==> config.mk <==
export PLATFORM = sky130hd
export DESIGN_NAME = icache_ctrl
export DESIGN_NICKNAME = d
export VERILOG_FILES = /design/src/rtl/sys_defs.sv /design/src/rtl/icache_mshr_table.sv /design/src/rtl/icache_ctrl.sv
export SDC_FILE = /design/constraint.sdc
export NUM_CORES = 1
export LEC_CHECK = 0
export ABC_AREA = 1
export BUFFER_PORTS_ARGS = -buffer_cell sky130_fd_sc_hd__buf_2
export CAP_MARGIN = 20
export CELL_PAD_IN_SITES_DETAIL_PLACEMENT = 0
export CELL_PAD_IN_SITES_GLOBAL_PLACEMENT = 1
export CORE_UTILIZATION = 32
export DETAILED_ROUTE_END_ITERATION = 12
export HOLD_SLACK_MARGIN = 0.08
export PLACE_DENSITY_LB_ADDON = 0.1
export SYNTH_ARGS = -nofsm -noshare
export SYNTH_HDL_FRONTEND = slang
export SYNTH_SLANG_ARGS = --single-unit
==> constraint.sdc <==
create_clock -name clock -period 2.7 [get_ports clock]
set_clock_uncertainty 0.1 [all_clocks]
set_input_delay 0.135 -clock clock [delete_from_list [all_inputs] [get_ports clock]]
set_output_delay 0.135 -clock clock [all_outputs]
set_load 0.05 [all_outputs]
==> src/rtl/sys_defs.sv <==
// Shared bus encodings, cache geometry and MSHR/prefetch types for the I-side.
package sys_defs;

    localparam logic [1:0] BUS_NONE = 2'h0;
    localparam logic [1:0] BUS_LOAD = 2'h1;

    localparam int ICACHE_IDX_W  = 4;
    localparam int ICACHE_TAG_W  = 9;
    localparam int ICACHE_LINE_W = 13;

    typedef struct packed {
        logic                     valid;
        logic [3:0]               mem_tag;
        logic [ICACHE_LINE_W-1:0] line;
    } mshr_entry_t;

    typedef enum logic {IDLE, PREFETCH} pf_state_t;

    function automatic logic [63:0] line_to_addr(input logic [ICACHE_LINE_W-1:0] line);
        return {48'b0, line, 3'b0};
    endfunction

endpackage

==> src/rtl/icache_mshr_table.sv <==
// Outstanding-load table: line/tag lookups, lowest-free allocation and free on return.
module icache_mshr_table
    import sys_defs::*;
#(
    parameter int NUM_MSHR = 4
) (
    input  logic                     clock,
    input  logic                     reset,
    input  logic                     alloc_en,
    input  logic [3:0]               alloc_tag,
    input  logic [ICACHE_LINE_W-1:0] alloc_line,
    input  logic [ICACHE_LINE_W-1:0] dmd_line,
    input  logic [ICACHE_LINE_W-1:0] pf_line,
    input  logic [3:0]               ret_tag,
    input  logic                     free_en,
    output logic                     dmd_hit,
    output logic                     pf_hit,
    output logic                     tag_hit,
    output logic [ICACHE_LINE_W-1:0] tag_line,
    output logic                     full,
    output logic [$clog2(NUM_MSHR)-1:0] free_idx
);

    localparam int IW = $clog2(NUM_MSHR);

    mshr_entry_t mshr_q [NUM_MSHR];
    mshr_entry_t mshr_d [NUM_MSHR];
    logic [IW-1:0] tag_idx;
    logic          found;

    always_comb begin
        dmd_hit  = 1'b0;
        pf_hit   = 1'b0;
        tag_hit  = 1'b0;
        tag_line = '0;
        tag_idx  = '0;
        full     = 1'b1;
        free_idx = '0;
        found    = 1'b0;
        for (int i = 0; i < NUM_MSHR; i++) begin
            if (mshr_q[i].valid) begin
                if (mshr_q[i].line == dmd_line) dmd_hit = 1'b1;
                if (mshr_q[i].line == pf_line)  pf_hit  = 1'b1;
                if (ret_tag != 4'd0 && mshr_q[i].mem_tag == ret_tag) begin
                    tag_hit  = 1'b1;
                    tag_line = mshr_q[i].line;
                    tag_idx  = IW'(i);
                end
            end else if (!found) begin
                found    = 1'b1;
                full     = 1'b0;
                free_idx = IW'(i);
            end
        end
    end

    // A returning entry stays valid until the edge, so it is never the free_idx this cycle.
    always_comb begin
        for (int i = 0; i < NUM_MSHR; i++) mshr_d[i] = mshr_q[i];
        if (free_en)  mshr_d[tag_idx].valid = 1'b0;
        if (alloc_en) mshr_d[free_idx] = '{valid: 1'b1, mem_tag: alloc_tag, line: alloc_line};
    end

    always_ff @(posedge clock) begin
        for (int i = 0; i < NUM_MSHR; i++) begin
            if (!reset) mshr_q[i] <= '0;
            else        mshr_q[i] <= mshr_d[i];
        end
    end

endmodule

==> src/rtl/icache_ctrl.sv <==
// I-cache miss/prefetch controller: hit/forward path, demand loads, next-line prefetch, line fill.
//   state    | meaning
//   IDLE     | no prefetch window open
//   PREFETCH | walking pf_ptr for pf_left more lines
module icache_ctrl
    import sys_defs::*;
#(
    parameter int NUM_MSHR = 4,
    parameter int PF_DEPTH = 4
) (
    input  logic                    clock,
    input  logic                    reset,
    input  logic                    proc2Icache_req,
    input  logic [63:0]             proc2Icache_addr,
    output logic [63:0]             Icache_data_out,
    output logic                    Icache_valid_out,
    output logic [ICACHE_IDX_W-1:0] cache_rd_idx,
    output logic [ICACHE_TAG_W-1:0] cache_rd_tag,
    input  logic [63:0]             cache_rd_data,
    input  logic                    cache_rd_valid,
    output logic [ICACHE_IDX_W-1:0] cache_pf_idx,
    output logic [ICACHE_TAG_W-1:0] cache_pf_tag,
    input  logic                    cache_pf_valid,
    output logic                    cache_wr_en,
    output logic [ICACHE_IDX_W-1:0] cache_wr_idx,
    output logic [ICACHE_TAG_W-1:0] cache_wr_tag,
    output logic [63:0]             cache_wr_data,
    input  logic                    Imem_grant,
    output logic [1:0]              proc2Imem_command,
    output logic [63:0]             proc2Imem_addr,
    input  logic [3:0]              Imem2proc_response,
    input  logic [3:0]              Imem2proc_tag,
    input  logic [63:0]             Imem2proc_data
);

    localparam int PL_W = $clog2(PF_DEPTH + 1);

    pf_state_t                state_q, state_d;
    logic [ICACHE_LINE_W-1:0] pf_ptr_q, pf_ptr_d;
    logic [PL_W-1:0]          pf_left_q, pf_left_d;

    logic [ICACHE_LINE_W-1:0] fetch_line, tag_line, alloc_line;
    logic [$clog2(NUM_MSHR)-1:0] free_idx;
    logic dmd_hit, pf_hit, tag_hit, full;
    logic rd_miss, fwd, demand_miss, can_issue, pf_skip;
    logic dmd_issue, pf_issue, accepted, pf_step;
    logic unused_addr_bits;

    assign fetch_line       = proc2Icache_addr[15:3];
    assign unused_addr_bits = ^{proc2Icache_addr[63:16], proc2Icache_addr[2:0], free_idx};
    assign cache_rd_idx     = fetch_line[3:0];
    assign cache_rd_tag     = fetch_line[12:4];
    assign cache_pf_idx     = pf_ptr_q[3:0];
    assign cache_pf_tag     = pf_ptr_q[12:4];

    assign rd_miss     = proc2Icache_req & ~cache_rd_valid;
    assign fwd         = rd_miss & tag_hit & (tag_line == fetch_line);
    assign demand_miss = rd_miss & ~dmd_hit;
    assign can_issue   = reset & Imem_grant & ~full;
    assign pf_skip     = cache_pf_valid | pf_hit;
    assign dmd_issue   = can_issue & demand_miss;
    assign pf_issue    = can_issue & ~demand_miss & (state_q == PREFETCH) & ~pf_skip;
    assign accepted    = Imem2proc_response != 4'd0;
    assign alloc_line  = dmd_issue ? fetch_line : pf_ptr_q;
    assign pf_step     = (state_q == PREFETCH) & ~dmd_issue & (pf_skip | (pf_issue & accepted));

    icache_mshr_table #(.NUM_MSHR(NUM_MSHR)) u_mshr (
        .clock      (clock),
        .reset      (reset),
        .alloc_en   ((dmd_issue | pf_issue) & accepted),
        .alloc_tag  (Imem2proc_response),
        .alloc_line (alloc_line),
        .dmd_line   (fetch_line),
        .pf_line    (pf_ptr_q),
        .ret_tag    (Imem2proc_tag),
        .free_en    (tag_hit),
        .dmd_hit    (dmd_hit),
        .pf_hit     (pf_hit),
        .tag_hit    (tag_hit),
        .tag_line   (tag_line),
        .full       (full),
        .free_idx   (free_idx)
    );

    assign proc2Imem_command = (dmd_issue | pf_issue) ? BUS_LOAD : BUS_NONE;
    assign proc2Imem_addr    = (dmd_issue | pf_issue) ? line_to_addr(alloc_line) : 64'd0;

    assign Icache_valid_out = reset & proc2Icache_req & (cache_rd_valid | fwd);
    assign Icache_data_out  = (!reset)                                  ? 64'd0 :
                              (proc2Icache_req && cache_rd_valid)       ? cache_rd_data :
                              fwd                                       ? Imem2proc_data : 64'd0;

    assign cache_wr_en   = reset & tag_hit;
    assign cache_wr_idx  = tag_line[3:0];
    assign cache_wr_tag  = tag_line[12:4];
    assign cache_wr_data = Imem2proc_data;

    // A fresh demand miss always reopens the window just past its own line.
    always_comb begin
        state_d   = state_q;
        pf_ptr_d  = pf_ptr_q;
        pf_left_d = pf_left_q;
        if (dmd_issue && accepted) begin
            state_d   = PREFETCH;
            pf_ptr_d  = fetch_line + 13'd1;
            pf_left_d = PL_W'(PF_DEPTH);
        end else if (pf_step) begin
            pf_ptr_d  = pf_ptr_q + 13'd1;
            pf_left_d = pf_left_q - PL_W'(1);
            if (pf_left_q == PL_W'(1)) state_d = IDLE;
        end
    end

    always_ff @(posedge clock) begin
        if (!reset) begin
            state_q   <= IDLE;
            pf_ptr_q  <= '0;
            pf_left_q <= '0;
        end else begin
            state_q   <= state_d;
            pf_ptr_q  <= pf_ptr_d;
            pf_left_q <= pf_left_d;
        end
    end

endmodule

==> impl_metrics.toml <==
[run]
cap_violations = 0

[yosys]
synth_edf_count = 0
synth_top_flop_cell = "dfxtp_1"
yosysWarnings = 0
yosys.area.top_type = "nand2_1"
ys_seq_area_share_pct = 17.8
synth_top_area_share_pct = 20.8
netlist_area_sq_um = 9990
yosysUniqueCellTypes = 44
synth.most_common_cell = "nand2_1"
synth_cells = 1755
synth_area_leaders = "nand2_1 21%, dfxtp_1 18%, nor2_1 11%"
synth-async-reset-ratio_pct = 0
syn_avg_cell_area_sq_um = 5.69
ys_top_cells_by_count = "553 x nand2_1, 290 x nor2_1, 217 x inv_1"
ys_ff_latch = 89

[detailed_routing]
drt_iter0_drc = 786
routed_wl_um = 50700
ant_nets = 0
num_vias = 12800
drt_pre_antenna_iters = 5
wl_per_cell_um = 19.1
route.detailed.drc = 0
viasPerCell = 4.82

[setup_path]
r2r-end = "u_mshr.mshr_q[3][2]$_SDFFE_PN0P_"
rr_startpoint = "u_mshr.mshr_q[3][2]$_SDFFE_PN0P_"
worstPathRequired_ns = 2.47
path_cells = "xor2_2 > a21oi_4 > nand4_4 > buf_6 > buf_4 > nand3_1 > nand2_1 > inv_2 > nand2_1 > nand2_1 > nand2_2 > nor2_4 > nand2_2 > nor2_4 > buf_12 > buf_12 > nand3_4 > a21oi_4 > buf_6"
crit_fanout = 16
slowest_stage = "dfxtp_2"
crit_type = "flop to primary output"
arrival_ns = 3.25
r2r.worst_path.cells = 17
cp-start-kind = "flop"
r2r_slack_ns = 0.02
end_kind = "primary output"
crit_top_cell = "nand2_1"
slowest_delay_ns = 0.34

[sta]
worst_slew_pin_slew_ns = 0.970
slew_headroom_pct = 35.3
layout_setup_ws_ns = -0.786
rsz0062_at_grt = "true"
finalSetupTns_ns = -50.93
drv_slew = 0
setup_viol = 79
finalHoldViolations = 0
fmaxAchievable_ghz = 0.287
period_needed_ns = 3.49
fin_crit_sh_pct = 129

[pwr]
p_leak_nw = 8.10
p_per_area_nw_per_um2 = 280
peakVddDrop_mv = 0.340
total_power_w = 0.00461

[final_layout]
num-fill-cells = 3178
fin_nets = 2462
final_design_area_no_fill_sq_um = 16500
drive_above_1_share_pct = 45.5
syn2layout_area_growth_pct = 65.1

[placement]
port_buffers = 337
preCtsSetupSlack_ns = -0.702
hpwl_um = 38500
place_area_sq_um = 13800
gp_congestion = 0.991

[die]
die_w_um = 179
floorplan.io_pins = 441
start_util_pct = 32.6
num_rows = 64
fp.coreArea_sq_um = 30700
die-area_sq_um = 31900
die_height_um = 179

[outcome]
violations = "negative setup slack"
status = "finished with violations"

[grt]
antenna_found_initial = 1
overflow = 0
grt_util_all_layers_pct = 30.0
grt_pass1_wl_um = 71300
grt_pass1_vias = 11800
grt_max_degree = 82

[cts]
htree_levels = 3
clk_path_buf_depth = 2
tritoncts = "done"
numCtsBuffers = 9
clock_latency_ns = 0.37
clock_sinks = 89
cts.clk_slew.worst_paths_ns = 0.07
cts_root_buf = "clkbuf_16"

[hold_path]
hold_end = "u_mshr.mshr_q[3][17]$_SDFF_PN0_"
hp-class = "input port to flop"
min_from = "Imem2proc_tag[1]"
whs_path_depth = 6
==> critical path, delay by kind of cell, from the launching register on <==
kind | cells | cell delay [ns]
and+or+nand+nor | 10 | 1.08
buffers and inverters | 6 | 0.94
DFF | 1 | 0.34
xor gates and xnor gates | 1 | 0.18
AOI/OAI and AO/OA | 2 | 0.36
==> final cells by class <==
type                       instances  area (sq um)  share of cell area, %
multi-input combinational       1275          7520                   45.6
timing repair buffer             652          5400                   32.7
sequential                        89          1870                   11.4
inverter                         226           867                   5.26
tap                              396           495                   3.00
clock buffer                       9           225                   1.37
clock inverter                     7           119                  0.721
antenna                            1          2.50                 0.0152
==> cell usage in the layout, fill, tap and decap left out, types with 40 or more instances in the layout <==
master   synthesis  layout
nand2_1        553     496
nor2_1         290     258
buf_2           13     256
buf_4          132     229
inv_1          217     194
buf_6           11      92
a21oi_4          1      68
nand2_2          1      53
conb_1           1      52
nand3_2         51      51
dfxtp_1         89      40
==> flip-flops by register name (all words and copies together) (netlist names) <==
signal,count
u_mshr.mshr_q,72
pf_ptr_q,13
pf_left_q,3
state_q,1
==> repair_timing <==
action                                  4_1_cts  5_1_grt
gates cloned                                  4        8
pin swaps                                    18       81
hold buffers                                  4        0
hold endpoints to repair                     16        0
endpoints found under the setup margin      143      151
buffers inserted                             23       30
resized for setup                           262      259
==> cell families after synthesis <==
group | Yosys count | synth area share [%]
AND/OR/NAND/NOR | 1015 | 44.3
buffers and inverters | 442 | 23.4
AO/OA/AOI/OAI | 181 | 11.9
flip-flops | 89 | 17.8
XOR/XNOR | 24 | 2.10
adder cells (fa/ha/maj) | 3 | 0.376
other | 1 | 0.0375
==> power by group <==
part / internal (W) / switching (W) / leakage (nW)
sequential: 0.00133 / 0.0000347 / 0.747
combinational: 0.000522 / 0.00120 / 7.19
clock: 0.000906 / 0.000629 / 0.162
total: 0.00275 / 0.00186 / 8.10
==> how the worst max path moves through the flow <==
stage	to	from	cells past startpoint
after global placement	Icache_data_out[4]	Imem2proc_tag[2]	20
final	Icache_data_out[10]	u_mshr.mshr_q[3][13]$_SDFFE_PN0P_	19
after global routing	Icache_data_out[54]	u_mshr.mshr_q[2][16]$_SDFFE_PN0P_	19
after detailed placement	Icache_data_out[4]	Imem2proc_tag[2]	20
after CTS	Icache_data_out[0]	u_mshr.mshr_q[3][13]$_SDFFE_PN0P_	21
after floorplan	Icache_data_out[11]	u_mshr.mshr_q[0][17]$_SDFF_PN0_	16
==> metrics by stage <==
| stage | cells | utilization, % | hold WS (ns) |
|---|---|---|---|
| floorplan | 1806 | - | 0.170 |
| global placement | 2578 | 44.9 | 0.355 |
| detailed placement | 2578 | 44.9 | 0.358 |
| CTS | 2624 | 50.0 | 0.296 |
| global route | 2655 | 53.8 | 0.367 |
| finish | 2655 | 53.8 | 0.325 |
==> per-layer routing <==
layer	vias to the layer above	global-route usage, %	part of all wire [%]
met2	494	51.9	49
met1	5974	37.5	41
met4	0	11.9	3.9
met3	86	3.82	6.6
met5	-	0	0
li1	6248	-	-
Note: power is estimated with default switching activity, not from simulation.
